<file path="src/rtl/dmem_bus_ctrl.sv">
// ---------------------------------------------------------------------------
// dmem_bus_ctrl
//   Data-memory bus controller between the MEM stage of the pipelined datapath
//   and a variable-latency data memory. A MEM-stage request is turned into one
//   req/ack bus transaction with byte-lane enables. Load data is returned
//   right-justified and zero-filled. The pipeline is held via mem_stall until
//   the access completes.
//
//   Optional feature macro: DMEM_STAT_EN
//     When it is defined, the stat_access / stat_wait counter ports are added.
//
// Parameters
//   TIMEOUT  cycles in REQ without bus_ack before abort (0 = never abort)
//   CNT_W    width of the timeout counter (must hold TIMEOUT)
//
// Ports
//   clk             clock, rising edge
//   rst             asynchronous active-low reset
//   mreq_M          MEM stage requests a load/store
//   WRITE           1 = store, 0 = load
//   BYTE_SIZE       00 word, 01 half, 10 byte, 11 word
//   alu_out_forMem  byte address
//   rd2_forMem      store data, right-justified
//   DDT_from_mem    load data, right-justified, zero-filled
//   mem_stall       freeze the upstream pipeline registers
//   bus_req/we/addr/be/wdata   bus request side
//   bus_rdata/bus_ack          bus response side
//   misalign_err    1-cycle pulse, misaligned access (no bus cycle)
//   bus_err         1-cycle pulse, timeout abort
//   stat_access     (DMEM_STAT_EN) count of completed accesses
//   stat_wait       (DMEM_STAT_EN) count of stall cycles
// ---------------------------------------------------------------------------
module dmem_bus_ctrl #(
    parameter int unsigned TIMEOUT = 16,
    parameter int unsigned CNT_W   = 5
) (
    input  logic        clk,
    input  logic        rst,
    input  logic        mreq_M,
    input  logic        WRITE,
    input  logic [1:0]  BYTE_SIZE,
    input  logic [31:0] alu_out_forMem,
    input  logic [31:0] rd2_forMem,
    output logic [31:0] DDT_from_mem,
    output logic        mem_stall,
    output logic        bus_req,
    output logic        bus_we,
    output logic [31:0] bus_addr,
    output logic [3:0]  bus_be,
    output logic [31:0] bus_wdata,
    input  logic [31:0] bus_rdata,
    input  logic        bus_ack,
    output logic        misalign_err,
    output logic        bus_err
`ifdef DMEM_STAT_EN
    ,
    output logic [31:0] stat_access,
    output logic [31:0] stat_wait
`endif
);

    localparam logic [1:0] S_IDLE = 2'd0;
    localparam logic [1:0] S_REQ  = 2'd1;
    localparam logic [1:0] S_DONE = 2'd2;

    logic [1:0]       state;
    logic [CNT_W-1:0] cnt;
    logic [1:0]       ld_size;
    logic [1:0]       ld_off;

    logic             misaligned;
    logic [3:0]       be_n;
    logic [31:0]      wdata_n;
    logic [31:0]      rd_shift;
    logic [31:0]      load_data;
    logic             timeout_hit;
    logic             going_done;

    assign mem_stall = mreq_M & (state != S_DONE);

    // Lane enables, replicated store data and alignment check for the request
    always_comb begin
        misaligned = 1'b0;
        be_n       = 4'b1111;
        wdata_n    = rd2_forMem;
        case (BYTE_SIZE)
            2'b10: begin
                be_n    = 4'b0001 << alu_out_forMem[1:0];
                wdata_n = {4{rd2_forMem[7:0]}};
            end
            2'b01: begin
                be_n       = alu_out_forMem[1] ? 4'b1100 : 4'b0011;
                wdata_n    = {2{rd2_forMem[15:0]}};
                misaligned = alu_out_forMem[0];
            end
            default: begin
                misaligned = |alu_out_forMem[1:0];
            end
        endcase
    end

    // Bring the addressed lane down to bit 0 and zero-fill above the size
    always_comb begin
        rd_shift  = bus_rdata >> {ld_off, 3'b000};
        load_data = rd_shift;
        case (ld_size)
            2'b10:   load_data = {24'h0, rd_shift[7:0]};
            2'b01:   load_data = {16'h0, rd_shift[15:0]};
            default: load_data = rd_shift;
        endcase
    end

    assign timeout_hit = (TIMEOUT != 0) && (cnt == CNT_W'(TIMEOUT - 1));

    assign going_done = ((state == S_IDLE) && mreq_M && misaligned) ||
                        ((state == S_REQ) && (bus_ack || timeout_hit));

    always_ff @(posedge clk or negedge rst) begin
        if (!rst) begin
            state        <= S_IDLE;
            cnt          <= '0;
            ld_size      <= '0;
            ld_off       <= '0;
            bus_req      <= 1'b0;
            bus_we       <= 1'b0;
            bus_addr     <= '0;
            bus_be       <= '0;
            bus_wdata    <= '0;
            DDT_from_mem <= '0;
            misalign_err <= 1'b0;
            bus_err      <= 1'b0;
        end else begin
            misalign_err <= 1'b0;
            bus_err      <= 1'b0;
            case (state)
                S_IDLE: begin
                    if (mreq_M) begin
                        if (misaligned) begin
                            DDT_from_mem <= '0;
                            misalign_err <= 1'b1;
                            state        <= S_DONE;
                        end else begin
                            bus_addr  <= {alu_out_forMem[31:2], 2'b00};
                            bus_be    <= be_n;
                            bus_we    <= WRITE;
                            bus_wdata <= wdata_n;
                            ld_size   <= BYTE_SIZE;
                            ld_off    <= alu_out_forMem[1:0];
                            bus_req   <= 1'b1;
                            cnt       <= '0;
                            state     <= S_REQ;
                        end
                    end
                end
                S_REQ: begin
                    if (bus_ack) begin
                        // A store completes without touching the load result
                        if (!bus_we) begin
                            DDT_from_mem <= load_data;
                        end
                        bus_req <= 1'b0;
                        state   <= S_DONE;
                    end else if (timeout_hit) begin
                        bus_req      <= 1'b0;
                        DDT_from_mem <= '0;
                        bus_err      <= 1'b1;
                        state        <= S_DONE;
                    end else begin
                        cnt <= cnt + 1'b1;
                    end
                end
                S_DONE: begin
                    state <= S_IDLE;
                end
                default: begin
                    state <= S_IDLE;
                end
            endcase
        end
    end

`ifdef DMEM_STAT_EN
    always_ff @(posedge clk or negedge rst) begin
        if (!rst) begin
            stat_access <= '0;
            stat_wait   <= '0;
        end else begin
            if (going_done) begin
                stat_access <= stat_access + 32'd1;
            end
            if (mem_stall) begin
                stat_wait <= stat_wait + 32'd1;
            end
        end
    end
`else
    logic unused_going_done;
    assign unused_going_done = going_done;
`endif

endmodule

</file>
<file path="config.mk">
export PLATFORM = sky130hd
export DESIGN_NAME = dmem_bus_ctrl
export DESIGN_NICKNAME = d
export VERILOG_FILES = /design/src/rtl/dmem_bus_ctrl.sv
export SDC_FILE = /design/constraint.sdc
export NUM_CORES = 1
export LEC_CHECK = 0
export CAP_MARGIN = 20
export CELL_PAD_IN_SITES_DETAIL_PLACEMENT = 0
export CELL_PAD_IN_SITES_GLOBAL_PLACEMENT = 1
export CORE_AREA = 2 2 150 152
export CTS_BUF_LIST = sky130_fd_sc_hd__clkbuf_8
export CTS_CLUSTER_DIAMETER = 120
export DETAILED_ROUTE_END_ITERATION = 7
export DIE_AREA = 0 0 152 154
export HOLD_SLACK_MARGIN = 0.08
export PLACE_DENSITY_LB_ADDON = 0.1
export SYNTH_ARGS = -nofsm -noshare
export SYNTH_HDL_FRONTEND = slang
export SYNTH_SLANG_ARGS = --single-unit
</file>
<file path="constraint.sdc">
create_clock -name clk -period 2 [get_ports clk]
set_clock_uncertainty 0.1 [all_clocks]
set_input_delay 0.4 -clock clk [delete_from_list [all_inputs] [get_ports clk]]
set_output_delay 0.4 -clock clk [all_outputs]
set_load 0.01 [all_outputs]
</file>
=== Word-level counts from Yosys, hierarchy flattened ===
Index checks and enable logic that the tools add are counted.

* Multiplexer cells: 32
* Bitwise operators: 2
* Shift operators: 2
* Equal/unequal tests: 14
* Add/subtract/negate cells: 1
* Reduce and logical (&&, ||, !) cells: 8

{| class="wikitable"
|+ Operators with widths
! kind !! number
|-
| $pmux 32 s2 || 3
|-
| $mux 32 || 5
|-
| $shr 32x5->32 || 1
|-
| $mux 5 || 4
|-
| $ne 2x2->1 const B || 6
|-
| $mux 1 || 10
|-
| $pmux 5 s2 || 1
|-
| $reduce_and 5->1 || 2
|-
| $mux 2 || 4
|-
| $pmux 4 s2 || 1
|-
| $eq 2x1->1 const B || 3
|-
| $ne 3x3->1 const B || 2
|-
| $add 5x1->5 const B || 1
|-
| $eq 5x4->1 const B || 1
|-
| $eq 2x2->1 const B || 2
|-
| $mux 4 || 1
|-
| $pmux 1 s2 || 2
|-
| $pmux 2 s2 || 1
|-
| $reduce_and 4->1 || 1
|-
| $shl 1x2->4 const A || 1
|-
| $reduce_and 3->1 || 1
|-
| $logic_not 2->1 || 1
|-
| $reduce_and 2->1 || 1
|-
| $reduce_bool 2->1 || 1
|-
| other kinds (3) || 3
|}

* Bits in registers: 113
* Output and inout port bits: 105
* Word-level logic and storage cells: 71
* Input port bits: 103

=== Depth between registers and ports, before layout ===
Gate-level depths: netlist of the first run.

* Depth after elaboration: 5
* Gate-level depth with buffers: 8
* Gate-level depth less buffers: 7

=== Worst setup path after synthesis of the first run ===
No wires, ideal clock.

* Path kind: reg-to-reg
* Start point: reg cnt[0]
* End point: reg DDT_from_mem[14]
* Data required time: 1.775 ns
* Arrival time: 1.817 ns
* Cell stages (with the launch flop): 9
* Period minus slack after synthesis: 2.042 ns
* Buffers on the path: 1
* Setup slack: -0.042 ns
* Setup time: 0.125 ns
* Path through: dfrtp_1 -> ha_1 -> and3_1 -> ha_1 -> nor2_1 -> a211oi_2 -> o211ai_2 -> buf_6 -> mux2_4

* Cells in the longest elaborated chain, start to end: 3

{| class="wikitable"
|+ Ends and longest elaborated chain
! element !! line !! RTL
|-
| start, declared || 67 || <nowiki>logic [CNT_W-1:0] cnt;</nowiki>
|-
| start signal, assigned || 169 || <nowiki>cnt <= cnt + 1'b1;</nowiki>
|-
| $eq 5x4->1 || 113 || <nowiki>assign timeout_hit = (TIMEOUT != 0) && (cnt == CNT_W'(TIMEOUT - 1));</nowiki>
|-
| $ne 3x3->1 (no source line) || - ||
|-
| $reduce_and 5->1 (no source line) || - ||
|-
| end signal, assigned || 159 || <nowiki>DDT_from_mem <= load_data;</nowiki>
|-
| end, declared || 44 || <nowiki>output logic [31:0] DDT_from_mem,</nowiki>
|}

Every way passes these cells.
A chain may end at the register's enable or synchronous reset.

=== Worst setup path in the final report of the first run ===
* Start point: reg cnt[1]
* End point: reg DDT_from_mem[20]

The elaborated chain is that of the path after synthesis.

==> results of run 1 <==
==> final cells by class <==
type	count	area (µm²)
Clock buffer	19	262
Clock inverter	13	138
Fill cell	2125	13100
Inverter	17	63.8
Multi-Input combinational cell	325	2370
Sequential cell	113	2830
Tap cell	280	350
Timing Repair Buffer	256	2600
==> worst reg2reg max path, stage by stage (launching register included) <==
cell      delay (ns)
dfrtp_1         0.39
ha_2            0.19
and3_4          0.18
ha_4            0.16
nor2_2          0.11
a211oi_2        0.07
buf_4           0.15
o211ai_4        0.13
buf_12          0.22
mux2_4          0.31
==> cell usage after synthesis (2+ instances only) <==
| cell type | instances |
|---|---|
| inv_1 | 17 |
| dfrtp_1 | 113 |
| mux2i_1 | 25 |
| mux2_2 | 42 |
| mux2_4 | 14 |
| a32o_1 | 8 |
| buf_2 | 9 |
| ha_1 | 5 |
| nor2_1 | 32 |
| a21oi_1 | 27 |
| and2_1 | 3 |
| nand3_1 | 3 |
| or2_2 | 9 |
| buf_4 | 3 |
| xnor2_1 | 2 |
| o21ai_0 | 41 |
| a211o_1 | 8 |
| o211ai_2 | 2 |
| a22oi_1 | 16 |
| nand2_1 | 59 |
| clkbuf_1 | 17 |
| nor2b_1 | 10 |
| buf_6 | 4 |
| and3_1 | 2 |
| a21o_1 | 2 |
| buf_1 | 3 |
| nor4b_1 | 2 |
==> path summary, 6_finish.rpt <==
path,to,slack [ns]
max,DDT_from_mem[20],-0.12
min,bus_addr[6],0.34
max reg2reg,DDT_from_mem[20],-0.12
min reg2reg,bus_wdata[11],0.38
max in group asynchronous,DDT_from_mem[21],0.86
min in group clk,ld_size[0],0.36
==> logic make-up after synthesis <==
kind of cell / count (synthesis)
AND/OR/NAND/NOR: 125
multiplexers: 81
other: 1
buffers and inverters: 53
AO/OA/AOI/OAI: 110
XOR/XNOR: 2
flip-flops: 113
adder cells (fa/ha/maj): 5
==> state kept, by name, indices dropped and copies added, names as in the netlist <==
name and count:
DDT_from_mem 32, bus_addr 30, bus_be 4, bus_err 1
bus_req 1, bus_wdata 32, bus_we 1, cnt 5
ld_off 2, ld_size 2, misalign_err 1, state 2
==> per-layer routing <==
layer	global-route usage, %	share of wire [%]	up-vias
li1	-	-	2183
met1	17.8	42	2225
met2	25.1	49	147
met3	5.47	7.2	13
met4	5.25	1.5	0
met5	0	0	-
==> metrics by stage <==
| step | cells | area (µm²) | setup slack (ns) |
|---|---|---|---|
| 2_1_floorplan | 491 | 5390 | -0.00462 |
| 3_3_place_gp | 982 | 8040 | -0.682 |
| 3_5_place_dp | 982 | 8040 | -0.684 |
| 4_1_cts | 1019 | 8530 | -0.145 |
| 5_1_grt | 1023 | 8610 | -0.183 |
| 6_report | 1023 | 8610 | -0.124 |
==> what timing repair did <==
item,4_1_cts,5_1_grt
hold buffers,1,0
gates resized for setup,9,9
endpoints found under the setup margin,101,40
endpoints found under the hold margin,26,0
cloned,1,1
setup buffers,3,3
pin swaps,1,2
==> power by group <==
group	switching [mW]	internal, mW	total, mW	leakage (nW)
logic	2.25	3.16	5.40	2.10
clock network	1.02	1.17	2.19	0.192
registers	0.526	3.18	3.71	1.44
total	3.80	7.51	11.3	3.73
==> layout by cell type, fill, tap and decap left out, types with 10 or more instances in the layout <==
cell type	n
a21oi_1	26
a22oi_1	16
buf_4	37
clkbuf_8	19
clkdlybuf4s50_1	201
dfrtp_1	112
inv_1	17
mux2_2	42
mux2_4	14
mux2i_1	25
nand2_1	59
nor2_1	30
nor2b_1	10
o21ai_0	39
==> reports/metrics.cfg, run 1 <==
[outcome]
status=finished, violations left
violations=negative setup slack

[critical_path]
worstSetupEndpointType=flop
crit_cells=9
worstRegToRegCells=9
crit_required_ns=2.22
crit_start=cnt[1]
critPathBufInv=2
cp_slowest_cell=dfrtp_1
criticalPathCategory=flop to flop
cp_top_family=flip-flops
path_cells=ha_2 -> and3_4 -> ha_4 -> nor2_2 -> a211oi_2 -> buf_4 -> o211ai_4 -> buf_12 -> mux2_4
cpPeakStageDelay_ns=0.39
r2r_start=cnt[1]
startpoint_type=flop
arrival_ns=2.34
path_max_fanout=16

[sta]
hold_viol=0
period_needed_ns=2.12
setup_slack_ns=-0.124
rsz0062_at_grt=yes
finalSetupTns_ns=-2.50
max_clock_freq_mhz=471
worst_pin_slew_ns=0.602
setup_viol=31
hold-worst-slack_ns=0.335
maxSlewHeadroom_pct=59.8
slew_violations=0
period_share_pct=106

[global_route]
antenna_found_initial=0
grt_max_degree=49
grt.overflow.total=0
grt_pass1_wl_um=27400
first_global_vias=4930
grt.total_usage_pct=15.0

[power_and_ir_drop]
totalPowerFinal_mw=11.3
powerDensity_nw_per_um2=1310
p_leak_nw=3.73
ir_drop_uv=671

[finish]
drive_gt1_share_pct=22.1
antennaDiodeCount=0
nets=838
fin_util_pct=39.7
syn_to_final_growth_pct=60.3

[synth]
ys_warn_count=0
synth_area_um2=5370
ys_types=39
synthMuxAreaShare_pct=17.4
synth_top_area_share_pct=52.7
synthSimpleGateAreaFrac_pct=10.6
yosys-top-cells-area=dfrtp_1 (53%), mux2_2 (8.8%), mux2i_1 (4.7%)
syn_inst=490
syn_avg_cell_area_um2=11.0
seq_area_frac_synth_pct=52.7
synth_edf_count=0
async_flop_share_pct=100
synth_top_family_by_area=multiplexers
synth_fa_ha_area_share_pct=1.17
synth_flop_cell=dfrtp_1
synth-seq-cells=113
synth_compound_area_share_pct=13.1
synthXorXnorAreaFrac_pct=0.326
synth_top_area_cell=dfrtp_1

[clock_network]
cts.sinks=113
cts_buffers=17
clk_pin_slew_ns=0.07
clock_latency_ns=0.44
h-tree-depth=4
cts_root_buffer=clkbuf_8
cts_tree=done
ctsLongestPathBuffers=2

[detailed_routing]
drt_wl_total_um=17300
vias_per_cell=4.47
drc=0
drt_iter0_markers=114
vias=4568
detail_route.wl_per_cell_um=16.9
drt.antenna.violating_nets=0
dr.pass1.iters=4

[die]
io_pins=208
die_w_um=152
core-area_um2=21700
die_area_um2=23400
core.rowCount=54
dieHeight_um=154
start_util_pct=24.7

[placed_design]
portBuffers=205
post-dp-hpwl_um=12800
gp_congestion=0.719

[flow_run]
drv_cap=0

[min_path]
hp-class=input pin to async pin

No activity file was read; power rests on OpenSTA's default activity.
==> inputs of run 2 (changes only) <==
- ABC_AREA: not set -> 1
- CORE_AREA: 2 2 150 152 -> 2 2 153 155
- DIE_AREA: 0 0 152 154 -> 0 0 155 157
==> run 2 against run 1 <==
Against the previous run:
- the run now ends clean
- clock power up 6%
- non-clock buffer count unchanged
- hold slack worse by 0.041 ns
==> reports/metrics.cfg, run 2 <==
[clock_network]
cts_root_buffer=clkbuf_8
clock_latency_ns=0.44
cts_tree=done
ctsLongestPathBuffers=2
clk_pin_slew_ns=0.08
h-tree-depth=4
cts.sinks=113
cts_buffers=17

[sta]
setup_viol=0
rsz0062_at_grt=no
hold_viol=0
max_clock_freq_mhz=524
period_share_pct=95.3
worst_pin_slew_ns=0.767
slew_violations=0
maxSlewHeadroom_pct=48.7
hold-worst-slack_ns=0.295
period_needed_ns=1.91

[finish]
drive_gt1_share_pct=10.3
fin_util_pct=38.8
layout_common_cells=nand2_1 (377), clkdlybuf4s50_1 (203), dfrtp_1 (113), nand3_1 (66), nor2_1 (49)
nets=1092
syn_to_final_growth_pct=55.4
final_common_cell=nand2_1
reg_top3=DDT_from_mem x32, bus_wdata x32, bus_addr x30

[die]
dieHeight_um=157
die_w_um=155
core-area_um2=22500
die_area_um2=24300
io_pins=208
start_util_pct=25.0
core.rowCount=55

[power_and_ir_drop]
p_leak_nw=4.28
ir_drop_uv=440
swShare_pct=37.7
p_comb_share_pct=46.9
totalPowerFinal_mw=11.2
power_frac_seq_pct=32.4
internal_power_mw=6.96
p_sw_mw=4.21
powerDensity_nw_per_um2=1280
power_frac_clock_pct=20.7

[synth]
ys_warn_count=0
yosysMostFrequentCell=nand2_1
syn_avg_cell_area_um2=7.46
yosys-top-cells-area=dfrtp_1 (50%), nand2_1 (25%), nand3_1 (6.0%)
syn_inst=753
synth_edf_count=0
ys_types=28
synth_top_area_share_pct=50.4
synth_area_um2=5620
async_flop_share_pct=100
synth-seq-cells=113
synth_commonest_cells=nand2_1 (379), dfrtp_1 (113), nand3_1 (67)
seq_area_frac_synth_pct=50.4
synth_flop_cell=dfrtp_1
synth_top_area_cell=dfrtp_1

[critical_path]
worstSetupEndpoint=bus_be[0]
crit_cells=1
arrival_ns=1.41
cp_top_family=buffers and inverters
worstSetupEndpointType=primary output
regToRegSetupSlack_ns=0.14
criticalPathCategory=flop to primary output
cp_slowest_cell=clkdlybuf4s50_1
worstRegToRegCells=12
path_cells=clkdlybuf4s50_1
cpPeakStageDelay_ns=0.60
crit_start=bus_be[0]
crit_required_ns=1.50
startpoint_type=flop
r2r_start=cnt[1]
r2r_end=cnt[1]
critPathBufInv=1
path_max_fanout=2

[placed_design]
gp_congestion=0.773
post-dp-hpwl_um=14200
portBuffers=205

[detailed_routing]
drc=0
drt_wl_total_um=19500
dr.pass1.iters=8
drt.antenna.violating_nets=0
vias_per_cell=4.26
vias=5462
drt_iter0_markers=174
detail_route.wl_per_cell_um=15.2

[global_route]
grt.total_usage_pct=16.4
first_global_vias=5800
grt.overflow.total=0
grt_pass1_wl_um=30900
antenna_found_initial=1
grt_max_degree=45

[outcome]
status=finished clean

[min_path]
hp-class=input pin to async pin

[flow_run]
drv_cap=0

-- run 2: cell types whose count changed after synthesis, moves of 14 or more --
cell,before,now
a22oi_1,16,0
mux2_2,42,0
mux2_4,14,0
mux2i_1,25,0
nand2_1,59,379
nand3_1,3,67
nor2_1,32,50
o21ai_0,41,25
-- run 2: layer usage --
metal	GRT usage [%]	wire, µm	up-vias
met4	3.84	149	0
met5	0	0	-
met2	27.4	9250	135
met3	5.04	1190	11
li1	-	-	2812
met1	20.8	8870	2504
-- run 2: worst register-to-register path: cells and delay by family, from the launching register on --
kind	cells	cell delay [ns]
and+or+nand+nor	6	0.49
buffers and inverters	4	0.39
DFF	1	0.40
adders and majority gates	2	0.36
-- run 2: cell type report --
class / instances / area (µm²)
Fill cell: 2353 / 13800
Sequential cell: 113 / 2830
Timing Repair Buffer: 256 / 2570
Multi-Input combinational cell: 573 / 2460
Tap cell: 285 / 357
Clock buffer: 20 / 275
Clock inverter: 12 / 140
Inverter: 23 / 86.3
Antenna cell: 1 / 2.50
-- run 2: power groups by stage --
stage	Combinational (mW)	Sequential, mW	Clock, mW
finish	5.24	3.62	2.32
global route	5.84	3.74	2.52
CTS	5.33	3.64	2.41
detailed placement	5.32	3.65	0
global placement	5.33	3.66	0
floorplan	2.18	3.96	0
-- run 2: worst min path at each step --
| stage | start | end | cells past startpoint |
|---|---|---|---|
| after floorplan | rst | DDT_from_mem[0] | 0 |
| after global placement | rst | DDT_from_mem[5] | 1 |
| after detailed placement | rst | DDT_from_mem[8] | 1 |
| after CTS | rst | DDT_from_mem[8] | 2 |
| after global routing | rst | DDT_from_mem[2] | 2 |
| final | rst | DDT_from_mem[8] | 2 |
-- run 2: per-stage QoR --
step | setup TNS [ns] | setup WS [ns] | cell area (µm²) | std cells
detailed placement | -32.03 | -0.334 | 8280 | 1248
floorplan | 0 | 0.216 | 5620 | 754
global route | 0 | 0.000951 | 8720 | 1282
finish | 0 | 0.0934 | 8730 | 1283
CTS | 0 | 0.0106 | 8700 | 1281
global placement | -28.65 | -0.308 | 8280 | 1248
-- run 2: kinds of logic (layout without fill, tap and decap cells) --
kind of cell             after synthesis  count (layout)  share of synthesized area, %
buffers and inverters                 68             311                          6.28
flip-flops                           113             113                          50.4
AND/OR/NAND/NOR                      513             513                          37.4
XOR/XNOR                               1               1                         0.156
adder cells (fa/ha/maj)                5               5                          1.11
AO/OA/AOI/OAI                         52              52                          4.66
other                                  1               3                        0.0668
-- run 2: timing repair --
item,in CTS,in global routing
gates resized for setup,1,7
setup buffers,0,1
setup endpoints to repair,1,37
pin swaps,0,1
hold buffers,1,0
hold endpoints to repair,61,0
==> inputs of run 3 (changes only) <==
- DONT_BUFFER_PORTS: not set -> 1
==> run 3 against run 2 <==
Against the previous run:
- the run now ends with negative hold slack left
- sequential cell count stayed put
- clock-buffer cell count unchanged
- routed wire length decreased by 3.8%
- non-clock buffer count decreased by 168
- via count decreased by 8.2%
- global-route usage is 1.0 points lower
- register-to-register slack barely moved
- hold slack got worse by 0.74 ns
- critical path depth up 2
- first-iteration DRC count rose by 61%
- sequential power increased by 15%
- critical endpoint is now mem_stall
==> reports/metrics.cfg, run 3 (synthesis gave the netlist of run 2 again) <==
[outcome]
status=finished, violations left
violations=negative hold slack

[sta]
hold_viol=113
setup_viol=0
maxSlewHeadroom_pct=50.6
slew_violations=0
setup_slack_ns=0.0946
hold-worst-slack_ns=-0.441
worst_pin_slew_ns=0.739
period_share_pct=95.3
max_clock_freq_mhz=525
period_needed_ns=1.91

[global_route]
grt.total_usage_pct=15.4
first_global_vias=5155
grt_max_degree=114
antenna_found_initial=0
grt_pass1_wl_um=28800
grt.overflow.total=0

[detailed_routing]
drt_iter0_markers=280
dr.pass1.iters=5
drt.antenna.violating_nets=0
detail_route.wl_per_cell_um=16.8
drt_wl_total_um=18700
vias_per_cell=4.50
vias=5012
drc=0

[flow_run]
drv_cap=0

[finish]
syn_to_final_growth_pct=26.0
nets=924
stdcell_count=1114
layout_common_cells=nand2_1 (378), dfrtp_1 (112), dlygate4sd3_1 (67), nand3_1 (66), nor2_1 (50)
drive_gt1_share_pct=8.44
reg_top3=DDT_from_mem x32, bus_wdata x32, bus_addr x30
antennaDiodeCount=0
n_fill_cell=2418
final_common_cell=nand2_1
fin_util_pct=31.5

[placed_design]
pre_cts_slack_ns=0.0976
placed_cells=1010
post-dp-hpwl_um=13100
portBuffers=0
gp_congestion=0.807

[clock_network]
h-tree-depth=4
hold_buffers=67
cts_buffers=17
cts.sinks=113
cts_tree=done
clk_pin_slew_ns=0.08
clock_latency_ns=0.42
ctsLongestPathBuffers=2
cts_root_buffer=clkbuf_8

[critical_path]
worstSetupEndpointType=primary output
cp_top_family=buffers and inverters
path_cells=dlygate4sd3_1 -> inv_1 -> a21oi_1
criticalPathCategory=input pin to primary output
critPathBufInv=2
arrival_ns=1.41
path_max_fanout=3
startpoint_type=input pin
crit_required_ns=1.50
cp_slowest_cell=dlygate4sd3_1
cpPeakStageDelay_ns=0.57

[die]
start_util_pct=25.0
dieHeight_um=157
core-area_um2=22500
io_pins=208
die_area_um2=24300
die_w_um=155
core.rowCount=55

[power_and_ir_drop]
powerDensity_nw_per_um2=1360
p_leak_nw=3.63
ir_drop_uv=509

[min_path]
hp-class=input pin to async pin

run 3: cell count changes in the layout (fill, tap and decap cells not counted), sizes merged:
| cell | delta |
|---|---|
| clkdlybuf4s50 | -203 |
| buf | -30 |
| inv | +1 |
| dlygate4sd3 | +66 |
| dlygate4sd2 | -1 |
| diode | -1 |
| clkinv | -1 |
| clkinvlp | -1 |
| bufinv | +1 |
run 3: timing repair:
item | 4_1_cts | 5_1_grt
setup endpoints to repair | 0 | 46
gates resized for setup | 0 | 5
endpoints found under the hold margin | 181 | 113
buffers inserted | 0 | 5
run 3: layout make-up:
class / instances / area, µm² / share of cell area [%]
Clock buffer: 20 / 275 / 3.89
Tap cell: 285 / 357 / 5.04
Multi-Input combinational cell: 573 / 2460 / 34.7
Sequential cell: 113 / 2830 / 40.0
Clock inverter: 12 / 165 / 2.33
Timing Repair Buffer: 88 / 907 / 12.8
Inverter: 23 / 86.3 / 1.22
run 3: worst reg2reg max path, delay by kind of cell (launching register included):
family	cells	cell delay (ns)
adders and majority gates	2	0.37
DFF	1	0.37
and+or+nand+nor	8	0.66
buffers and inverters	2	0.23
run 3: report_power, final:
group          leakage [nW]  switching (mW)  internal, mW
logic                  1.94            1.90          1.12
clock network         0.229           0.986          1.44
registers              1.47            1.06          3.11
total                  3.63            3.94          5.67
run 3: worst paths after layout:
| path | start | depth (start not counted) | slack (ns) | end |
|---|---|---|---|---|
| worst max-delay path | mreq_M | 3 | 0.09 | mem_stall |
| worst min-delay path | rst | 0 | -0.44 | DDT_from_mem[8] |
| worst max register to register | cnt[0] | 12 | 0.15 | DDT_from_mem[3] |
| worst min register to register | ld_size[1] | 2 | 0.38 | ld_size[1] |
| max in group asynchronous | rst | 0 | 1.92 | state[1] |
| min in group clk | rd2_forMem[23] | 4 | 0.11 | bus_wdata[23] |
run 3: per-layer routing:
| metal | wire, µm | up-vias | GRT usage (%) |
|---|---|---|---|
| li1 | - | 2470 | - |
| met1 | 7810 | 2345 | 18.9 |
| met2 | 9270 | 184 | 25.8 |
| met3 | 1420 | 13 | 4.96 |
| met4 | 218 | 0 | 4.28 |
| met5 | 0 | - | 0 |
run 3: metrics by stage:
stage                     hold WS (ns)  setup TNS, ns  total power [mW]  area (µm²)
final                           -0.441              0              9.62        7080
after global routing            -0.491        -0.0252              10.4        7080
after CTS                       -0.481              0              9.75        7030
after detailed placement        0.0100              0              7.12        5920
after global placement          0.0104              0              7.07        5920
after floorplan                0.00441              0              6.14        5620
